## src/rtl/fp_grs_normalizer.sv

```systemverilog
// fp_grs_normalizer: multi-cycle significand normalizer feeding floating_point_rounder.
// Shifts a wide significand into 1.x form, or into denormal form when the exponent
// underflows. Bits shifted out on the right are folded into a sticky accumulator.
// Optional build macro FP_GRS_NORM_FASTPATH_EN: already-normalized operands with a
// positive exponent bypass the NORM state and complete in one cycle.
module fp_grs_normalizer #(
    parameter int SIG_W = 48,
    parameter int EXP_W = 10,
    parameter int STEP  = 4
) (
    input  logic             clk,
    input  logic             rst_n,
    input  logic             in_valid,
    output logic             in_ready,
    input  logic [SIG_W-1:0] in_sig,
    input  logic [EXP_W-1:0] in_exp,
    input  logic             in_sign,
    input  logic [2:0]       in_rm,
    output logic             out_valid,
    input  logic             out_ready,
    output logic [22:0]      out_mantissa,
    output logic             out_guard,
    output logic             out_round,
    output logic             out_sticky,
    output logic [EXP_W-1:0] out_exp,
    output logic             out_sign,
    output logic [2:0]       out_rm,
    output logic             out_denorm,
    output logic             out_zero
);

    // Width of a per-cycle shift amount (0..STEP).
    localparam int SH_W = $clog2(STEP + 1);
    localparam logic [SH_W-1:0]    STEP_S = SH_W'(STEP);
    // Exponent arithmetic is done one bit wider so 1-exp never overflows.
    localparam logic signed [EXP_W:0] STEP_E = (EXP_W+1)'(STEP);
    localparam logic signed [EXP_W:0] ONE_E  = (EXP_W+1)'(1);

    typedef enum logic [1:0] {
        IDLE = 2'd0,
        NORM = 2'd1,
        OUT  = 2'd2
    } state_t;

    // Everything the rounder sees, registered together on entry to OUT.
    typedef struct packed {
        logic [22:0]      mant;
        logic             guard;
        logic             round;
        logic             sticky;
        logic [EXP_W-1:0] exp;
        logic             denorm;
        logic             zero;
    } res_t;

    state_t                  state_reg, state_next;
    logic [SIG_W-1:0]        sig_reg, sig_next;
    logic signed [EXP_W-1:0] exp_reg, exp_next;
    logic                    acc_reg, acc_next;
    logic                    sign_reg, sign_next;
    logic [2:0]              rm_reg, rm_next;
    res_t                    res_reg, res_next;

    // Shift-planning signals for the current NORM cycle.
    logic [STEP-1:0]         lead_hit;
    logic [SH_W-1:0]         lz_cap;
    logic signed [EXP_W:0]   exp_ext;
    logic signed [EXP_W:0]   rdist;
    logic signed [EXP_W:0]   ldist;
    logic [SH_W-1:0]         ldist_cap;
    logic [SH_W-1:0]         n_right;
    logic [SH_W-1:0]         n_left;
    logic [SIG_W-1:0]        sig_shr;
    logic [SIG_W-1:0]        sig_shl;
    logic                    shr_lost;

    // Derive the rounder-facing fields from a normalized (or denormal) significand.
    // A significand emptied by right shifts still carries sticky, so it is not "zero".
    function automatic res_t pack_result(input logic [SIG_W-1:0] s,
                                         input logic acc,
                                         input logic [EXP_W-1:0] e);
        res_t res;
        res.zero   = (s == '0) && !acc;
        res.mant   = s[SIG_W-3 -: 23];
        res.guard  = s[SIG_W-26];
        res.round  = s[SIG_W-27];
        res.sticky = (|s[SIG_W-28:0]) | acc;
        res.denorm = !s[SIG_W-2] && !res.zero;
        res.exp    = (res.denorm || res.zero) ? '0 : e;
        return res;
    endfunction

    // Bits just below the carry position, used to count leading zeros up to STEP.
    genvar gi;
    generate
        for (gi = 0; gi < STEP; gi++) begin : g_lead
            assign lead_hit[gi] = sig_reg[SIG_W-2-gi];
        end
    endgenerate

    // Leading-zero count below the carry bit, saturated at STEP.
    always_comb begin
        lz_cap = STEP_S;
        for (int k = STEP - 1; k >= 0; k--) begin
            if (lead_hit[k]) lz_cap = SH_W'(k);
        end
    end

    // Per-cycle shift distances and the shifted significands.
    always_comb begin
        exp_ext   = {exp_reg[EXP_W-1], exp_reg};
        rdist     = ONE_E - exp_ext;
        ldist     = exp_ext - ONE_E;
        n_right   = (rdist > STEP_E) ? STEP_S : SH_W'(rdist);
        ldist_cap = (ldist > STEP_E) ? STEP_S : SH_W'(ldist);
        n_left    = (ldist_cap < lz_cap) ? ldist_cap : lz_cap;
        sig_shr   = sig_reg >> n_right;
        shr_lost  = |(sig_reg & ~({SIG_W{1'b1}} << n_right));
        sig_shl   = sig_reg << n_left;
    end

    // FSM next-state and datapath next-values.
    always_comb begin
        state_next = state_reg;
        sig_next   = sig_reg;
        exp_next   = exp_reg;
        acc_next   = acc_reg;
        sign_next  = sign_reg;
        rm_next    = rm_reg;
        res_next   = res_reg;
        case (state_reg)
            IDLE: begin
                if (in_valid) begin
                    sig_next   = in_sig;
                    exp_next   = in_exp;
                    acc_next   = 1'b0;
                    sign_next  = in_sign;
                    rm_next    = in_rm;
                    state_next = NORM;
`ifdef FP_GRS_NORM_FASTPATH_EN
                    // Already 01.x with exp >= 1: nothing to shift, finish now.
                    if (in_sig[SIG_W-1:SIG_W-2] == 2'b01 &&
                        !in_exp[EXP_W-1] && in_exp != '0) begin
                        res_next   = pack_result(in_sig, 1'b0, in_exp);
                        state_next = OUT;
                    end
`endif
                end
            end
            NORM: begin
                if (sig_reg == '0) begin
                    res_next   = pack_result(sig_reg, acc_reg, exp_reg);
                    state_next = OUT;
                end else if (sig_reg[SIG_W-1]) begin
                    sig_next = sig_reg >> 1;
                    exp_next = exp_reg + EXP_W'(1);
                    acc_next = acc_reg | sig_reg[0];
                end else if (exp_ext < ONE_E) begin
                    sig_next = sig_shr;
                    exp_next = exp_reg + EXP_W'(n_right);
                    acc_next = acc_reg | shr_lost;
                end else if (!sig_reg[SIG_W-2] && exp_ext > ONE_E) begin
                    sig_next = sig_shl;
                    exp_next = exp_reg - EXP_W'(n_left);
                end else begin
                    res_next   = pack_result(sig_reg, acc_reg, exp_reg);
                    state_next = OUT;
                end
            end
            OUT: begin
                if (out_ready) state_next = IDLE;
            end
            default: state_next = IDLE;
        endcase
    end

    // State register; reset aborts any operation in flight.
    always_ff @(posedge clk or negedge rst_n) begin
        if (!rst_n) state_reg <= IDLE;
        else        state_reg <= state_next;
    end

    // Working and result registers.
    always_ff @(posedge clk or negedge rst_n) begin
        if (!rst_n) begin
            sig_reg  <= '0;
            exp_reg  <= '0;
            acc_reg  <= 1'b0;
            sign_reg <= 1'b0;
            rm_reg   <= '0;
            res_reg  <= '0;
        end else begin
            sig_reg  <= sig_next;
            exp_reg  <= exp_next;
            acc_reg  <= acc_next;
            sign_reg <= sign_next;
            rm_reg   <= rm_next;
            res_reg  <= res_next;
        end
    end

    assign in_ready     = rst_n && (state_reg == IDLE);
    assign out_valid    = (state_reg == OUT);
    assign out_mantissa = res_reg.mant;
    assign out_guard    = res_reg.guard;
    assign out_round    = res_reg.round;
    assign out_sticky   = res_reg.sticky;
    assign out_exp      = res_reg.exp;
    assign out_denorm   = res_reg.denorm;
    assign out_zero     = res_reg.zero;
    assign out_sign     = sign_reg;
    assign out_rm       = rm_reg;

endmodule

```

## config.mk

```make
export PLATFORM = sky130hd
export DESIGN_NAME = fp_grs_normalizer
export DESIGN_NICKNAME = d
export VERILOG_FILES = /design/src/rtl/fp_grs_normalizer.sv
export SDC_FILE = /design/constraint.sdc
export NUM_CORES = 1
export LEC_CHECK = 0
export BUFFER_PORTS_ARGS = -buffer_cell sky130_fd_sc_hd__buf_2
export CAP_MARGIN = 20
export CORE_MARGIN = 2
export CORE_UTILIZATION = 55
export CTS_CLUSTER_SIZE = 24
export DETAILED_ROUTE_END_ITERATION = 7
export GPL_TIMING_DRIVEN = 0
export HOLD_SLACK_MARGIN = 0.03
export PLACE_DENSITY = 0.74
export REMOVE_ABC_BUFFERS = 1
export SETUP_SLACK_MARGIN = 0.4
export SLEW_MARGIN = 20
export SYNTH_ARGS = -nofsm -noshare
export SYNTH_HDL_FRONTEND = slang
export SYNTH_SLANG_ARGS = --single-unit
```

## constraint.sdc

```tcl
create_clock -name clk -period 11.8 [get_ports clk]
set_input_delay 1.18 -clock clk [delete_from_list [all_inputs] [get_ports clk]]
set_output_delay 1.18 -clock clk [all_outputs]
set_load 0.005 [all_outputs]
```

==> impl_metrics.tcl, run 1 <==
set metrics [dict create \
    ys_seq_area_frac 0.264 \
    skew_ps 10.5 \
    viasPerCell 6.92 \
    dr_total_vias 10400 \
    multiInputGateArea_um2 6640 \
    io_pins 110 \
    first_pass_iters 5 \
    setup_viol 0 \
    grt_pass1_wl_um 51000 \
    area_growth_syn_to_layout_pct 11.1 \
    dieWidth_um 137 \
    drc 0 \
    ys.warnings.count 0 \
    dieArea_um2 18900 \
    max_freq_mhz 135 \
    grtUsageTotal 0.340 \
    worst_pin_slew_ps 1090 \
    regArea_um2 2580 \
    diodes 0 \
    hpwl_um 21500 \
    routed_wl_um 31900 \
    die_y_um 137 \
    clk_pin_slew_worst_paths_ps 80 \
    hp-class "reg -> reg" \
    synth_edf_count 0 \
    rsz0062_at_grt "no" \
    critical_path_class "reg -> reg" \
    drt_iter0_markers 1283 \
    syn_avg_cell_area_um2 7.87 \
    ys_seq_elements 103 \
    cts_max_level 3 \
    portBuffers 109 \
    cts-root-buf "clkbuf_16" \
    utilization 0.626 \
    wl_per_cell_um 21.3 \
    synth_cells 1242 \
    rows 48 \
    async_flop_share 1.00 \
    cts_setup_buffers 0 \
    required_ps 12020 \
    fillers 1512 \
    cap_violations 0 \
    cts_tree "built" \
    min_period_ps 7390 \
    largest_register_ffs 48 \
    synth_ff_type "dfrtp_1" \
    outcome "completed" \
    post-route-period-util 0.626 \
    antenna_found_initial 0 \
    clk_latency_ps 380 \
    cts_buffers 9 \
    drtAntennaViolNets 0 \
    synth.distinct_cells 79 \
    worstPathArrival_ps 7620 \
    core_um2 17400 \
    ctsResizeCount 0 \
    first_global_vias 9705 \
    final_max_slew_viol_count 0 \
    netlist_area_um2 9780 \
    initial_core_util 0.563 \
    globalRouteOverflowTotal 0 \
    holdBufCountCts 0 \
    hold_viol_final 0 \
    final_layout_size_suffix_gt1_frac 0.170 \
    gp_congestion 0.931 \
    endpoint_kind "register" \
    numClockSinks 103 \
    setup_tns_ps 0 \
    cts.path.max_buffers 2 \
    nets 1355 \
    crit_path_start_kind "register" \
    path_max_fanout 26 \
    grt_max_degree 76 \
    slew_headroom 0.273 \
]
==> metrics by stage <==
| step | cells | hold slack [ps] | area (um2) | setup slack (ps) |
|---|---|---|---|---|
| after floorplan | 1129 | 473 | 9210 | 2550 |
| after global placement | 1463 | 455 | 10000 | 325 |
| after detailed placement | 1481 | 463 | 10500 | 4550 |
| after CTS | 1497 | 480 | 10800 | 4550 |
| after global routing | 1498 | 504 | 10900 | 4010 |
| final | 1498 | 475 | 10900 | 4410 |
==> routing by layer <==
metal / wire length, um / track usage
met1: 13400 / 0.467
met2: 14600 / 0.530
met3: 3010 / 0.0695
met4: 897 / 0.119
met5: 0 / 0
==> kinds of logic after synthesis <==
logic type / after synthesis / share of synthesized area
multiplexers: 147 / 0.156
adder cells (fa/ha/maj): 22 / 0.0287
AO/OA/AOI/OAI: 469 / 0.304
flip-flops: 103 / 0.264
AND/OR/NAND/NOR: 346 / 0.164
XOR/XNOR: 17 / 0.0152
buffers and inverters: 138 / 0.0678
==> cells in the final DEF, fill, tap and decap left out, drive strengths merged, types with 36 or more instances in the layout <==
master    n
a21oi   172
buf     128
dfrtp   103
mux2     40
mux2i   107
nand2    79
nor2    142
o21ai    81
o221ai   36
o22ai    59
or3      44
==> worst max-delay path: stages (launching register included) <==
cell	delay, ps
dfrtp_1	960
inv_1	350
ha_1	370
or2_2	310
a31o_2	250
a311oi_1	410
nand3_1	210
ha_1	390
a21oi_1	390
o21ai_0	160
o32a_1	240
o21ai_4	580
nor2_1	260
ha_1	330
nor2_1	140
nor2_1	80
ha_1	350
a21oi_1	240
nor2b_1	80
o21a_1	190
o41a_1	340
a21o_1	180
a21oi_1	170
xnor2_1	150
o221ai_1	120
==> area by class of cell <==
cell class                 count  area share
clock buffer                  10      0.0211
sequential                   103       0.237
tap                          225      0.0259
multi-input combinational   1001       0.611
clock inverter                 6     0.00725
timing repair buffer         128      0.0886
inverter                      25     0.00863
==> worst paths after layout <==
path                                             start                 endpoint  slack [ps]  depth (start not counted)
worst min-delay path            out_denorm$_DFFE_PN0P_   out_denorm$_DFFE_PN0P_         470                          2
worst min register to register  out_denorm$_DFFE_PN0P_   out_denorm$_DFFE_PN0P_         470                          2
max in group asynchronous                        rst_n  sig_reg[23]$_DFFE_PN0P_       10420                          2
worst max-delay path            exp_reg[0]$_DFFE_PN0P_   exp_reg[9]$_DFFE_PN0P_        4410                         24
min in group asynchronous                        rst_n   exp_reg[2]$_DFFE_PN0P_         680                          1
worst max register to register  exp_reg[0]$_DFFE_PN0P_   exp_reg[9]$_DFFE_PN0P_        4410                         24
==> cells in the mapped netlist (18+ instances only) <==
master	count	share of area
nor2_1	142	0.055
ha_1	20	0.026
clkbuf_1	67	0.026
or3_1	43	0.028
buf_2	25	0.013
o221ai_1	36	0.032
dfrtp_1	103	0.26
nor3_1	18	0.0092
a211oi_1	22	0.017
mux2_2	40	0.046
o22ai_1	59	0.038
inv_1	24	0.0092
mux2i_1	106	0.11
o21ai_0	76	0.039
nand2_1	79	0.030
a21oi_1	169	0.086
Power of run 1 is left out: the tool's default activity adds up to more than one toggle a clock period on the data nets, which glitch-free logic cannot reach.
==> run 2, diff against run 1 <==
--- a/config.mk
+++ b/config.mk
@@ -5,6 +5,7 @@
 export SDC_FILE = /design/constraint.sdc
 export NUM_CORES = 1
 export LEC_CHECK = 0
+export ABC_AREA = 1
 export BUFFER_PORTS_ARGS = -buffer_cell sky130_fd_sc_hd__buf_2
 export CAP_MARGIN = 20
 export CORE_MARGIN = 2
==> constraint.sdc (replaced) <==
create_clock -name clk -period 7.5 [get_ports clk]
set_input_delay 0.75 -clock clk [delete_from_list [all_inputs] [get_ports clk]]
set_output_delay 0.75 -clock clk [all_outputs]
set_load 0.005 [all_outputs]
==> run 2 against run 1 <==
Wire length rose by 1.4%. Worst setup slack got worse by 3300 ps. The run now ends with design-rule violations left. Critical endpoint unchanged. First-iteration DRC count rose by 16%. Critical path type unchanged. Die area rose by 1.4%. Critical path depth rose by 15. Synthesized cell count rose by 29%.
==> impl_metrics.tcl, run 2 <==
set metrics [dict create \
    outcome "finished, violations left" \
    violations "design-rule violations" \
    critical_path_class "reg -> reg" \
    final_layout_size_suffix_gt1_frac 0.114 \
    cts_tree "built" \
    max_freq_mhz 157 \
    required_ps 7760 \
    dr_total_vias 11700 \
    numClockSinks 103 \
    diodes 0 \
    cts-root-buf "clkbuf_16" \
    synthTopCellsByArea "dfrtp_1, nand3_1, nand2_1, a21oi_1, nor2_1" \
    min_period_ps 6360 \
    synth_area_leader_cell "dfrtp_1" \
    grt_max_degree 70 \
    first_pass_iters 8 \
    area_growth_syn_to_layout_pct 10.4 \
    crit_path_start_kind "register" \
    hold_viol_final 0 \
    holdBufCountCts 0 \
    routed_wl_um 32300 \
    cpPeakStageDelay_ps 530 \
    path_max_fanout 50 \
    skew_ps 12.9 \
    ys_seq_area_frac 0.260 \
    rsz0062_at_grt "no" \
    cts_max_level 3 \
    cap_violations 0 \
    globalRouteOverflowTotal 0 \
    synth.distinct_cells 42 \
    worstPathArrival_ps 6620 \
    grtUsageTotal 0.333 \
    final_max_slew_viol_count 0 \
    slowest_stage "dfrtp_1" \
    met3WireLength_um 3270 \
    ys.warnings.count 0 \
    fillers 1740 \
    ff2ff_path_depth 39 \
    ys_seq_elements 103 \
    grt_pass1_wl_um 53400 \
    core_um2 17800 \
    die_y_um 138 \
    m1WireLength_um 13900 \
    worst_pin_slew_ps 1100 \
    clk_latency_ps 370 \
    dieArea_um2 19100 \
    synth_cells 1602 \
    rows 49 \
    antenna_found_initial 0 \
    drc 1 \
    synth_top_cell_area_share 0.260 \
    io_pins 110 \
    syn_avg_cell_area_um2 6.19 \
    drtAntennaViolNets 0 \
    post-synth-top-count-cell "nand3_1" \
    synth_ff_type "dfrtp_1" \
    hpwl_um 22000 \
    netlist_area_um2 9920 \
    post-route-period-util 0.848 \
    slew_headroom 0.268 \
    async_flop_share 1.00 \
    setup_tns_ps 0 \
    drt_iter0_markers 1486 \
    wl_per_cell_um 17.4 \
    layout_common_cells "nand3_1, nand2_1, nor2_1" \
    viasPerCell 6.28 \
    nets 1711 \
    top_layer "met4" \
    dieWidth_um 138 \
    layout_commonest_cell "nand3_1" \
    gp_congestion 0.905 \
    largest_register_ffs 48 \
    wl_met2_um 14200 \
    setup_viol 0 \
    cts.path.max_buffers 2 \
    hp-class "in -> async" \
    cts_buffers 9 \
    portBuffers 109 \
    yosys-top-cells-count "nand3_1, nand2_1, nor2_1, a21oi_1, dfrtp_1" \
    synth_edf_count 0 \
    endpoint_kind "register" \
    path_common_cell "nand2_1" \
    initial_core_util 0.556 \
    first_global_vias 10600 \
    clk_pin_slew_worst_paths_ps 80 \
]
==> run 2: cell types whose count changed in the layout (fill, tap and decap cells not counted), sizes merged, moves of 21 or more <==
| cell | change |
|---|---|
| mux2i | -96 |
| o221ai | -35 |
| mux2 | -40 |
| o22ai | -58 |
| nand2 | +252 |
| nand3 | +356 |
| or3 | -44 |
| inv | +74 |
| a211oi | -21 |
| nor2 | +56 |
| o211ai | +46 |
==> run 2: worst paths after layout <==
check / to / slack (ps) / start
max: exp_reg[9]$_DFFE_PN0P_ / 1140 / exp_reg[1]$_DFFE_PN0P_
min: out_rm[1]$_DFFE_PN0P_ / 270 / rst_n
max reg2reg: exp_reg[9]$_DFFE_PN0P_ / 1140 / exp_reg[1]$_DFFE_PN0P_
min reg2reg: out_exp[1]$_DFFE_PN0P_ / 480 / out_exp[1]$_DFFE_PN0P_
max in group asynchronous: sig_reg[34]$_DFFE_PN0P_ / 6540 / rst_n
min in group clk: out_exp[1]$_DFFE_PN0P_ / 480 / out_exp[1]$_DFFE_PN0P_
==> run 2: layout make-up <==
cell class              instances  area [um2]  share of cell area
clock buffers                  10         239              0.0218
clock inverters                 6        92.6             0.00846
inverters                     103         392              0.0358
multi-input cells            1285        6470               0.591
flip-flops and latches        103        2580               0.236
well taps                     229         287              0.0262
repair buffers                122         887              0.0810
==> run 2: critical path: cells and delay by family, from the launching register on <==
family / cells / cell delay, ps
and+or+nand+nor: 26 / 2750
adders and majority gates: 4 / 1300
AOI/OAI and AO/OA: 6 / 1210
DFF: 1 / 530
buffers and inverters: 3 / 420
==> run 2: metrics by stage <==
stage	instances	utilization	hold WS [ps]	setup slack, ps	cell area (um2)
floorplan	1491	-	454	1100	9350
global placement	1829	0.570	458	-2230	10200
detailed placement	1842	0.593	464	323	10600
CTS	1858	0.612	298	551	10900
global route	1858	0.614	317	454	10900
finish	1858	0.614	271	1140	10900
==> run 2: repair_timing <==
item,4_1_cts,5_1_grt
setup buffers,0,0
gates resized for setup,1,6
endpoints found under the hold margin,0,0
endpoints found under the setup margin,1,4
==> run 2: logic make-up (layout without fill, tap and decap cells) <==
kind of cell	Yosys count	in the layout	synth area share
xor gates and xnor gates	5	5	0.00441
buffers and inverters	214	241	0.0970
and+or+nand+nor	926	926	0.416
AOI/OAI and AO/OA	322	322	0.185
muxes	11	11	0.0111
adders and majority gates	21	21	0.0272
DFF	103	103	0.260
==> run 2: per-layer routing <==
| metal | track usage | up-vias |
|---|---|---|
| met5 | 0 | - |
| met4 | 0.120 | 0 |
| met3 | 0.0558 | 110 |
| met2 | 0.515 | 689 |
| met1 | 0.472 | 5324 |
| li1 | - | 5537 |
Power of run 2 is left out for the same reason.
